[config.mk]
export PLATFORM = sky130hd
export DESIGN_NAME = rv_mem_arbiter_flat
export DESIGN_NICKNAME = d
export VERILOG_FILES = /design/src/rtl/rv_mem_arbiter_if.sv /design/src/rtl/rv_mem_arbiter.sv /design/src/flat_wrapper.sv
export SDC_FILE = /design/constraint.sdc
export NUM_CORES = 1
export LEC_CHECK = 0
export ABC_AREA = 1
export BUFFER_PORTS_ARGS = -buffer_cell sky130_fd_sc_hd__buf_2
export CAP_MARGIN = 5
export CORE_AREA = 2 2 102 104
export DETAILED_ROUTE_END_ITERATION = 16
export DIE_AREA = 0 0 104 106
export PLACE_DENSITY = 0.54
export SYNTH_ARGS = -nofsm -noshare
export SYNTH_HDL_FRONTEND = slang
export SYNTH_SLANG_ARGS = --single-unit
[constraint.sdc]
create_clock -name clk_i -period 3 [get_ports clk_i]
set_input_delay 0.6 -clock clk_i [delete_from_list [all_inputs] [get_ports clk_i]]
set_output_delay 0.6 -clock clk_i [all_outputs]
set_load 0.1 [all_outputs]
[src/rtl/rv_mem_arbiter_if.sv]
// Bus bundle between rv_cpu (IM/DM ports), rv_mem_arbiter and the single-port RAM.
// Signal suffixes are from the arbiter's point of view (slave modport).
interface rv_mem_arbiter_if #(
    parameter int unsigned ADDR_BITS = 16
) ();
    // Instruction fetch port
    logic [31:0]          im_addr_i;
    logic                 im_rd_i;
    logic [31:0]          im_data_o;
    logic                 im_valid_o;
    // Data port
    logic [31:0]          dm_addr_i;
    logic [31:0]          dm_data_s_i;
    logic [3:0]           dm_data_select_i;
    logic                 dm_store_i;
    logic                 dm_load_i;
    logic [31:0]          dm_data_l_o;
    logic                 dm_store_done_o;
    logic                 dm_load_done_o;
    logic                 dm_ready_o;
    // RAM side
    logic [ADDR_BITS-3:0] ram_addr_o;
    logic                 ram_en_o;
    logic [3:0]           ram_we_o;
    logic [31:0]          ram_wdata_o;
    logic [31:0]          ram_rdata_i;
    // I/O output register
    logic [7:0]           io_o;

    modport slave (
        input  im_addr_i, im_rd_i,
        input  dm_addr_i, dm_data_s_i, dm_data_select_i, dm_store_i, dm_load_i,
        input  ram_rdata_i,
        output im_data_o, im_valid_o,
        output dm_data_l_o, dm_store_done_o, dm_load_done_o, dm_ready_o,
        output ram_addr_o, ram_en_o, ram_we_o, ram_wdata_o,
        output io_o
    );

    modport master (
        output im_addr_i, im_rd_i,
        output dm_addr_i, dm_data_s_i, dm_data_select_i, dm_store_i, dm_load_i,
        output ram_rdata_i,
        input  im_data_o, im_valid_o,
        input  dm_data_l_o, dm_store_done_o, dm_load_done_o, dm_ready_o,
        input  ram_addr_o, ram_en_o, ram_we_o, ram_wdata_o,
        input  io_o
    );
endinterface

[src/rtl/rv_mem_arbiter.sv]
// Shares one 1-cycle-latency single-port RAM between the fetch and data ports and
// decodes an 8-bit I/O output register. Define RV_MEM_ARB_RR_EN for round-robin ties.
module rv_mem_arbiter #(
    parameter int unsigned ADDR_BITS = 16,
    parameter int unsigned IO_BIT    = 17
) (
    input logic                clk_i,
    input logic                rst_i,
    rv_mem_arbiter_if.slave    bus_io
);

`ifdef RV_MEM_ARB_RR_EN
    typedef enum logic {GrantIm = 1'b0, GrantDm = 1'b1} grant_e;
    grant_e last_grant_q, last_grant_d;
`endif

    logic       im_pend_q, im_pend_d;
    logic       dm_pend_q, dm_pend_d;
    logic       dm_io_q, dm_io_d;
    logic [7:0] io_q, io_d;

    logic dm_store, dm_load, dm_req, dm_is_io;
    logic im_elig, dm_elig, io_acc;
    logic grant_im, grant_dm;

    // Store wins when both store and load are (illegally) raised together.
    assign dm_store = bus_io.dm_store_i;
    assign dm_load  = bus_io.dm_load_i & ~bus_io.dm_store_i;
    assign dm_req   = bus_io.dm_store_i | bus_io.dm_load_i;
    assign dm_is_io = bus_io.dm_addr_i[IO_BIT];

    assign im_elig = ~rst_i & bus_io.im_rd_i & ~im_pend_q;
    assign dm_elig = ~rst_i & dm_req & ~dm_is_io & ~dm_pend_q;
    assign io_acc  = ~rst_i & dm_req & dm_is_io & ~dm_pend_q;

    always_comb begin
`ifdef RV_MEM_ARB_RR_EN
        last_grant_d = last_grant_q;
        grant_dm     = dm_elig & (~im_elig | (last_grant_q == GrantIm));
        if (im_elig && dm_elig) begin
            last_grant_d = grant_dm ? GrantDm : GrantIm;
        end
`else
        grant_dm = dm_elig;
`endif
        grant_im = im_elig & ~grant_dm;
    end

    // RAM request mux: at most one port drives the RAM per cycle.
    always_comb begin
        bus_io.ram_en_o    = 1'b0;
        bus_io.ram_we_o    = 4'b0000;
        bus_io.ram_addr_o  = bus_io.im_addr_i[ADDR_BITS-1:2];
        bus_io.ram_wdata_o = bus_io.dm_data_s_i;
        if (grant_dm) begin
            bus_io.ram_en_o   = 1'b1;
            bus_io.ram_addr_o = bus_io.dm_addr_i[ADDR_BITS-1:2];
            bus_io.ram_we_o   = dm_store ? bus_io.dm_data_select_i : 4'b0000;
        end else if (grant_im) begin
            bus_io.ram_en_o = 1'b1;
        end
    end

    always_comb begin
        im_pend_d = grant_im;
        dm_pend_d = (grant_dm | io_acc) & dm_load;
        dm_io_d   = io_acc & dm_load;
        io_d      = io_q;
        if (io_acc && dm_store) begin
            io_d = bus_io.dm_data_s_i[7:0];
        end
    end

    always_ff @(posedge clk_i or posedge rst_i) begin
        if (rst_i) begin
            im_pend_q    <= 1'b0;
            dm_pend_q    <= 1'b0;
            dm_io_q      <= 1'b0;
            io_q         <= 8'h00;
`ifdef RV_MEM_ARB_RR_EN
            last_grant_q <= GrantIm;
`endif
        end else begin
            im_pend_q    <= im_pend_d;
            dm_pend_q    <= dm_pend_d;
            dm_io_q      <= dm_io_d;
            io_q         <= io_d;
`ifdef RV_MEM_ARB_RR_EN
            last_grant_q <= last_grant_d;
`endif
        end
    end

    assign bus_io.im_valid_o      = im_pend_q;
    assign bus_io.im_data_o       = bus_io.ram_rdata_i;
    assign bus_io.dm_load_done_o  = dm_pend_q;
    assign bus_io.dm_data_l_o     = dm_io_q ? {24'h000000, io_q} : bus_io.ram_rdata_i;
    assign bus_io.dm_store_done_o = (grant_dm | io_acc) & dm_store;
    assign bus_io.dm_ready_o      = ~dm_pend_q;
    assign bus_io.io_o            = io_q;

    // High address bits alias onto RAM; byte-offset bits are not part of the word address.
    logic unused_addr_bits;
    assign unused_addr_bits = ^{bus_io.im_addr_i[31:ADDR_BITS], bus_io.im_addr_i[1:0],
                                bus_io.dm_addr_i[31:ADDR_BITS], bus_io.dm_addr_i[1:0]};

endmodule

[src/flat_wrapper.sv]
// flat-port wrapper written by rule: the top's interface ports become plain ports
module rv_mem_arbiter_flat 
#(
    parameter int unsigned ADDR_BITS = 16,
    parameter int unsigned IO_BIT    = 17
)
  (clk_i, rst_i, bus_io_im_addr_i, bus_io_im_rd_i, bus_io_dm_addr_i, bus_io_dm_data_s_i, bus_io_dm_data_select_i, bus_io_dm_store_i, bus_io_dm_load_i, bus_io_ram_rdata_i, bus_io_im_data_o, bus_io_im_valid_o, bus_io_dm_data_l_o, bus_io_dm_store_done_o, bus_io_dm_load_done_o, bus_io_dm_ready_o, bus_io_ram_addr_o, bus_io_ram_en_o, bus_io_ram_we_o, bus_io_ram_wdata_o, bus_io_io_o);
  rv_mem_arbiter_if #(.ADDR_BITS(ADDR_BITS)) bus_io_i ();
  input logic clk_i;
  input logic rst_i;
  input wire logic [$bits(bus_io_i.im_addr_i)-1:0] bus_io_im_addr_i;
  input wire logic [$bits(bus_io_i.im_rd_i)-1:0] bus_io_im_rd_i;
  input wire logic [$bits(bus_io_i.dm_addr_i)-1:0] bus_io_dm_addr_i;
  input wire logic [$bits(bus_io_i.dm_data_s_i)-1:0] bus_io_dm_data_s_i;
  input wire logic [$bits(bus_io_i.dm_data_select_i)-1:0] bus_io_dm_data_select_i;
  input wire logic [$bits(bus_io_i.dm_store_i)-1:0] bus_io_dm_store_i;
  input wire logic [$bits(bus_io_i.dm_load_i)-1:0] bus_io_dm_load_i;
  input wire logic [$bits(bus_io_i.ram_rdata_i)-1:0] bus_io_ram_rdata_i;
  output wire logic [$bits(bus_io_i.im_data_o)-1:0] bus_io_im_data_o;
  output wire logic [$bits(bus_io_i.im_valid_o)-1:0] bus_io_im_valid_o;
  output wire logic [$bits(bus_io_i.dm_data_l_o)-1:0] bus_io_dm_data_l_o;
  output wire logic [$bits(bus_io_i.dm_store_done_o)-1:0] bus_io_dm_store_done_o;
  output wire logic [$bits(bus_io_i.dm_load_done_o)-1:0] bus_io_dm_load_done_o;
  output wire logic [$bits(bus_io_i.dm_ready_o)-1:0] bus_io_dm_ready_o;
  output wire logic [$bits(bus_io_i.ram_addr_o)-1:0] bus_io_ram_addr_o;
  output wire logic [$bits(bus_io_i.ram_en_o)-1:0] bus_io_ram_en_o;
  output wire logic [$bits(bus_io_i.ram_we_o)-1:0] bus_io_ram_we_o;
  output wire logic [$bits(bus_io_i.ram_wdata_o)-1:0] bus_io_ram_wdata_o;
  output wire logic [$bits(bus_io_i.io_o)-1:0] bus_io_io_o;
  assign bus_io_i.im_addr_i = bus_io_im_addr_i;
  assign bus_io_i.im_rd_i = bus_io_im_rd_i;
  assign bus_io_i.dm_addr_i = bus_io_dm_addr_i;
  assign bus_io_i.dm_data_s_i = bus_io_dm_data_s_i;
  assign bus_io_i.dm_data_select_i = bus_io_dm_data_select_i;
  assign bus_io_i.dm_store_i = bus_io_dm_store_i;
  assign bus_io_i.dm_load_i = bus_io_dm_load_i;
  assign bus_io_i.ram_rdata_i = bus_io_ram_rdata_i;
  assign bus_io_im_data_o = bus_io_i.im_data_o;
  assign bus_io_im_valid_o = bus_io_i.im_valid_o;
  assign bus_io_dm_data_l_o = bus_io_i.dm_data_l_o;
  assign bus_io_dm_store_done_o = bus_io_i.dm_store_done_o;
  assign bus_io_dm_load_done_o = bus_io_i.dm_load_done_o;
  assign bus_io_dm_ready_o = bus_io_i.dm_ready_o;
  assign bus_io_ram_addr_o = bus_io_i.ram_addr_o;
  assign bus_io_ram_en_o = bus_io_i.ram_en_o;
  assign bus_io_ram_we_o = bus_io_i.ram_we_o;
  assign bus_io_ram_wdata_o = bus_io_i.ram_wdata_o;
  assign bus_io_io_o = bus_io_i.io_o;
  rv_mem_arbiter #(.ADDR_BITS(ADDR_BITS), .IO_BIT(IO_BIT)) u_core (.clk_i(clk_i), .rst_i(rst_i), .bus_io(bus_io_i));
endmodule
==> results of run 1 <==
-- metal layers --
metal,routed length [um],GRT usage,share of wire
met1,1930,0.0895,0.37
met2,2710,0.182,0.52
met3,605,0.0294,0.12
met4,8,0.0125,0.0015
met5,0,0,0
-- placed cells by master (no fill, tap or decap) --
cell type | Yosys | final
dfrtp_1 | 11 | 11
clkbuf_1 | 0 | 1
buf_12 | 0 | 2
buf_2 | 3 | 178
buf_4 | 70 | 7
nand4_1 | 22 | 22
nor2_1 | 31 | 30
nor2_4 | 1 | 1
o21ai_1 | 0 | 1
nand3_4 | 1 | 1
mux2_2 | 8 | 8
nand3_1 | 2 | 2
nor3_1 | 1 | 1
nand2_1 | 48 | 48
clkbuf_8 | 0 | 3
nor2_2 | 0 | 1
inv_2 | 1 | 1
inv_1 | 34 | 34
-- final cells by class --
cell class / count / share of cell area
timing repair buffer: 187 / 0.451
multi-input combinational: 115 / 0.264
sequential: 11 / 0.126
tap: 136 / 0.0780
inverter: 35 / 0.0602
clock buffer: 4 / 0.0207
-- worst min path at each step --
stage | startpoint | slack [ns] | depth (start not counted) | to
2_1_floorplan | rst_i | 0.46 | 1 | u_core.bus_io.dm_load_done_o$_DFF_PP0_
5_1_grt | rst_i | 0.44 | 3 | u_core.bus_io.dm_load_done_o$_DFF_PP0_
6_report | rst_i | 0.40 | 3 | u_core.bus_io.dm_load_done_o$_DFF_PP0_
3_5_place_dp | u_core.bus_io.io_o[2]$_DFFE_PP0P_ | 0.49 | 2 | u_core.bus_io.io_o[2]$_DFFE_PP0P_
3_3_place_gp | u_core.bus_io.io_o[2]$_DFFE_PP0P_ | 0.48 | 2 | u_core.bus_io.io_o[2]$_DFFE_PP0P_
4_1_cts | rst_i | 0.41 | 3 | u_core.bus_io.dm_load_done_o$_DFF_PP0_
-- cell families after synthesis --
logic type             after synthesis
AOI/OAI and AO/OA                    1
DFF                                 11
muxes                                8
and+or+nand+nor                    106
buffers and inverters              109
-- stage by stage --
step	TNS, ns	util	hold slack, ns	setup slack (ns)
detailed placement	0	0.214	0.488	0.507
global placement	0	0.214	0.481	0.516
CTS	0	0.218	0.413	0.505
floorplan	-0.534	-	0.460	-0.133
global route	0	0.218	0.441	0.356
finish	0	0.218	0.403	0.531
-- power breakdown --
| group | internal (uW) | total (uW) | switching, uW |
|---|---|---|---|
| clock | 93.5 | 151 | 57.9 |
| combinational | 141 | 974 | 832 |
| sequential | 169 | 191 | 21.2 |
| total | 404 | 1320 | 911 |
-- flip-flops by register name, summed over array words and instances, names as in the netlist --
| name | count |
|---|---|
| u_core.dm_io_q | 1 |
| u_core.bus_io.im_valid_o | 1 |
| u_core.bus_io.dm_load_done_o | 1 |
| u_core.bus_io.io_o | 8 |
-- critical path, stage by stage --
cell	delay, ns
buf_2	0.12
nor2_4	0.27
buf_4	0.22
nand3_4	0.17
nand2_1	0.15
nand2_1	0.05
buf_2	0.28
==> results by group, run 1 <==
Outcome
  – Status: finished clean

Synthesis
  – Most frequent cell after synthesis: buf_4
  – Top FF cell, synth: dfrtp_1
  – Synth Area per Inst: about 6.5 sq um
  – Mapped Area: approximately 1500 sq um
  – Synth Warn #: 0
  – Syn nets: roughly 370
  – Top cells by area, synth: buf_4, dfrtp_1, nand2_1, nand4_1, inv_1
  – Synth Area in Adders: 0
  – Seq/Total Area, Yosys: 0.180
  – Yosys reg bits: 11
  – Largest family of logic cells by synthesized area: buffers and inverters
  – Cells after synthesis: approximately 240
  – Unique masters post-synth: 15
  – Post-synth top cells: buf_4, nand2_1, inv_1
  – Ys async rst share: 1.00
  – Mux contribution to synthesized area: 0.0588
  – Post-synth top area share: 0.343
  – Post-Synth Simple-Gate Area: 0.312
  – Most area-hungry cell type in the Yosys netlist: buf_4
  – XOR/XNOR Fraction of Synth Area: 0
  – EDFF count, synth: 0
  – Post-synthesis compound-gate area fraction: 0.00327

CTS
  – Post-CTS sizing: 0
  – Clk sinks: 11
  – Clk slew on worst S/H paths: ~0.050 ns
  – Clock Path Buffers: 2
  – Root Driver: clkbuf_8
  – Clock latency on the worst-skew pair: roughly 0.24 ns
  – CTS H-tree lvls: 1
  – Num CTS Buffers: 3
  – Setup bufs post-CTS: 0
  – Hold_buf cts: 0
  – CTS tree: yes

Floorplan
  – Cell Rows: 37
  – Die width: 104 um
  – IO Pins: between 200 and 300
  – Die height: 106 um
  – Initial Util: 0.153
  – Core area: approximately 10000 sq um
  – Area of the die: 11000 sq um

GRT
  – Initial antenna violation count: 1
  – Largest net degree at the start of global routing: 33
  – Grt ovf: 0
  – GRT Total Usage: 0.0895
  – Global-route wire length before repair: just over 8 mm
  – Vias in the first global route: around 1700

Place
  – Placed cell areas: 2140 sq um
  – Port Buffers: 180
  – Cell count after placement: ~480
  – Post-DP HPWL: 4.50 mm
  – GPL Wtd Cong: 0.664

Route
  – DRC: 0
  – ANT nets after route: 0
  – Via count: 1809
  – DR iter-0 viols: 67
  – Total wire length: between 5 and 6 mm
  – Vias/cell: about 3.7
  – Routed WL per cell: between 10 and 15 um
  – DR pass1 iterations: 4

Cells and area
  – Area occupied by multi-input gates: approximately 580 sq um
  – Fraction of layout cells with a size suffix above 1: 0.574
  – Number of diodes: 0
  – Final #Nets: between 400 and 500
  – Filler cells: between 1000 and 1500
  – Sequential cell area: approximately 280 sq um
  – Post-route insts no fill: around 500
  – Area growth syn-to-layout: 42.4%
  – Design area: 2180 sq um

Critical path
  – R2R setup slack: approximately 1.5 ns
  – CP required: between 2 and 2.5 ns
  – Reg2reg start: u_core.bus_io.dm_load_done_o$_DFF_PP0_
  – R2R cell count: 5
  – Reg-to-reg endpoint: u_core.bus_io.io_o[1]$_DFFE_PP0P_
  – CP Data Arrival Time: between 1.5 and 2 ns
  – CP Max Fanout: 16
  – CP startpoint: rst_i
  – Critical path endpoint: bus_io_ram_addr_o[12]
  – Worst Setup Path Type: in2out
  – Startpoint Class: primary input
  – Crit end category: output pin

STA
  – Final Cycle Share: 0.823
  – Peak Freq: 405 MHz
  – RSZ-0062 raised after global routing: no
  – Final hold violations: 0
  – Setup violators final: 0
  – Max transition margin: 0.654
  – Min Tclk post-route: 2.47 ns
  – Worst slew pin tran: ~0.52 ns
  – Final clock skew: 0.00387 ns
  – Fin. max-slew vios: 0

Min path
  – Worst Hold Class: in2async

Power and ir drop
  – Worst vdd ir: roughly 0.23 mV
  – Overall Power: roughly 1300 uW
  – Leak Pwr: 0.00142 uW
  – Power per Cell Area: ~600 nW/um^2

Flow run
  – Max_cap viols: 0
Power figures use the tool's default switching activity.
==> run 2, diff against run 1 <==
Settings changed: ABC_AREA 1 to 0, CORE_AREA 2 2 102 104 to 2 2 104 106, DIE_AREA 0 0 104 106 to 0 0 106 108, PLACE_DENSITY 0.54 to 0.53.
Clock period 3 ns to 2.2 ns, I/O delays scaled along.
==> run 2 against run 1 <==
Net effect:
- clock power up 37%
- sequential cell count unchanged
- die area up 3.8%
- register-to-register slack worse by 0.82 ns
- critical path type is now reg2out
- hold slack worse by 0.13 ns
==> results by group, run 2 <==
Synthesis
  – XOR/XNOR Fraction of Synth Area: 0 (unchanged)
  – Most frequent cell after synthesis: buf_4
  – Top cells by area, synth: buf_4, dfrtp_1, mux2_2, nor2b_1, mux2_4
  – Post-synth top area share: 0.339 (-0.00391)
  – Syn nets: 287 (-23%)
  – Ys async rst share: 1.00 (unchanged)
  – Cells after synthesis: 150 (-36%)
  – Post-synth top cells: buf_4, nor2b_1, mux2_2
  – Post-synthesis compound-gate area fraction: 0.00972 (+0.00645)
  – Top FF cell, synth: dfrtp_1
  – Seq/Total Area, Yosys: 0.194 (+0.0146)
  – Largest family of logic cells by synthesized area: buffers and inverters
  – Unique masters post-synth: 17 (+2)
  – Synth Area in Adders: 0 (unchanged)
  – Synth Warn #: 0 (unchanged)
  – Post-Synth Simple-Gate Area: 0.167 (-0.145)
  – Yosys reg bits: 11 (unchanged)
  – Mapped Area: 1420 sq um (-7.5%)
  – Synth Area per Inst: 9.44 sq um (+45%)
  – EDFF count, synth: 0 (unchanged)
  – Mux contribution to synthesized area: 0.260 (+0.201)
  – Most area-hungry cell type in the Yosys netlist: buf_4

Route
  – Via count: 1402 (-22%)
  – Total wire length: 4.50 mm (-14%)
  – Routed WL per cell: 11.1 um (+2.9%)
  – Vias/cell: 3.45 (-6.8%)
  – ANT nets after route: 0 (unchanged)
  – DR iter-0 viols: 15 (-78%)
  – DR pass1 iterations: 4 (unchanged)
  – DRC: 0 (unchanged)

Floorplan
  – Die height: 108 um (+1.9%)
  – IO Pins: 264 (unchanged)
  – Area of the die: 11400 sq um (+3.8%)
  – Core area: 10200 sq um (+2.3%)
  – Initial Util: 0.138 (-0.0147)
  – Die width: 106 um (+1.9%)
  – Cell Rows: 37 (unchanged)

Cells and area
  – Post-route insts no fill: 406 (-17%)
  – Most frequent cells in the layout: buf_2, buf_12, nor2b_2
  – Fraction of layout cells with a size suffix above 1: 0.937 (+0.363)
  – Max FFs per register: 8 (unchanged)
  – Area growth syn-to-layout: 91.7%
  – Final #Nets: 408 (-17%)
  – Number of diodes: 0 (unchanged)
  – Commonest non-fill, non-tap cell in the layout: buf_2
  – Filler cells: 1076 (-6.2%)

GRT
  – Largest net degree at the start of global routing: 23 (-30%)
  – Grt ovf: 0 (unchanged)
  – GRT Total Usage: 0.0689 (-0.0206)
  – Vias in the first global route: 1284 (-25%)
  – Initial antenna violation count: 0 (-1)
  – Global-route wire length before repair: 6.31 mm (-22%)

Critical path
  – Startpoint Class: flip-flop
  – CP required: 1.76 ns (-0.64 ns)
  – Crit end category: output pin
  – CP top delay family: flip-flops
  – Reg2reg start: u_core.bus_io.dm_load_done_o$_DFF_PP0_
  – Worst Setup Path Type: reg2out
  – Critical path's slowest cell: dfrtp_4
  – R2R cell count: 4 (-1)
  – CP Data Arrival Time: 1.69 ns (-0.18 ns)
  – CP cell instances: nor3_2 -> o21ai_4 -> mux2_4 -> buf_12
  – Buf/Inv on CP: 1 (-2)
  – CP Max Fanout: 15 (-1)
  – R2R setup slack: 0.69 ns (-0.82 ns)
  – Reg-to-reg endpoint: u_core.bus_io.io_o[2]$_DFFE_PP0P_
  – Crit-path max cell delay: 0.51 ns (+0.23 ns)

CTS
  – Clock Path Buffers: 2 (unchanged)
  – Clock latency on the worst-skew pair: 0.24 ns (about the same)
  – Clk sinks: 11 (unchanged)
  – Num CTS Buffers: 3 (unchanged)
  – Clk slew on worst S/H paths: 0.05 ns (about the same)
  – CTS tree: yes
  – CTS H-tree lvls: 1 (unchanged)
  – Root Driver: clkbuf_8

Flow run
  – Max_cap viols: 0 (unchanged)

STA
  – Fin. max-slew vios: 0 (unchanged)
  – Final clock skew: 0.00161 ns (-0.00225 ns)
  – Worst slew pin tran: 0.613 ns (+0.0908 ns)
  – Setup violators final: 0 (unchanged)
  – Final Cycle Share: 0.967
  – Min Tclk post-route: approximately 2.1 ns
  – RSZ-0062 raised after global routing: no
  – Peak Freq: ~470 MHz
  – Max transition margin: 0.591 (-0.0629)
  – Final hold violations: 0 (unchanged)

Place
  – Post-DP HPWL: 3.98 mm (-12%)
  – Port Buffers: 180 (unchanged)
  – Cell count after placement: 401 (-17%)
  – GPL Wtd Cong: 0.651 (-2.0%)

Power and ir drop
  – Leak Pwr: 0.00141 uW (-0.89%)
  – Worst vdd ir: 0.365 mV (+62%)
  – Overall Power: 2000 uW (+52%)
  – Power per Cell Area: 738 nW/um^2 (+22%)

Outcome
  – Status: finished clean

Min path
  – Worst Hold Class: in2async
-- run 2: worst max-delay path by stage --
stage	start	endpoint	cells past startpoint
floorplan	u_core.bus_io.dm_load_done_o$_DFF_PP0_	bus_io_ram_we_o[0]	3
global placement	bus_io_dm_load_i	bus_io_ram_addr_o[4]	4
detailed placement	bus_io_dm_load_i	bus_io_ram_addr_o[0]	4
CTS	u_core.dm_io_q$_DFF_PP0_	bus_io_dm_data_l_o[20]	3
global route	u_core.bus_io.dm_load_done_o$_DFF_PP0_	bus_io_ram_addr_o[6]	4
finish	u_core.bus_io.dm_load_done_o$_DFF_PP0_	bus_io_ram_addr_o[7]	4
-- run 2: cell type report --
cell class              instances  area [sq um]  share of cell area
repair buffers                185          1470               0.541
multi-input cells              68           743               0.274
flip-flops and latches         11           280               0.103
well taps                     136           170              0.0627
clock buffers                   4          45.0              0.0166
inverters                       2          7.51             0.00276
-- run 2: worst register-to-register path: stages, from the launching register on --
cell and delay [ns]:
dfrtp_4 0.51, nor3b_4 0.22, and2_1 0.15, buf_4 0.20, mux2_4 0.32
-- run 2: timing repair --
action / in CTS / in global routing
cloned: 0 / 0
buffers inserted: 0 / 1
hold buffers: 0 / 0
resized for setup: 1 / 2
setup endpoints to repair: 14 / 13
-- run 2: kinds of logic after synthesis --
kind of cell / count (synthesis)
compound gates: 2
flops: 11
buf+inv: 71
mux: 30
simple gates: 36
-- run 2: routing by layer --
metal  vias to the layer above  part of all wire  track usage
li1                        662                 -            -
met1                       633              0.38       0.0811
met2                       101              0.52        0.124
met3                         6             0.091       0.0181
met4                         0            0.0056       0.0197
met5                         -                 0            0
-- run 2: where the power goes --
| part | switching [uW] | internal [uW] | total (uW) |
|---|---|---|---|
| registers | 36.3 | 236 | 273 |
| clock network | 79.3 | 128 | 207 |
| logic | 1140 | 380 | 1520 |
-- run 2: per-stage QoR --
stage	utilization	setup slack, ns	cell area (sq um)	hold WS [ns]	setup TNS [ns]
after floorplan	-	-0.451	1540	0.300	-3.19
after global placement	0.259	-0.173	2650	0.470	-1.77
after detailed placement	0.259	-0.206	2650	0.474	-2.13
after CTS	0.264	0.0222	2700	0.282	0
after global routing	0.265	0.00523	2720	0.309	0
final	0.265	0.0735	2720	0.273	0
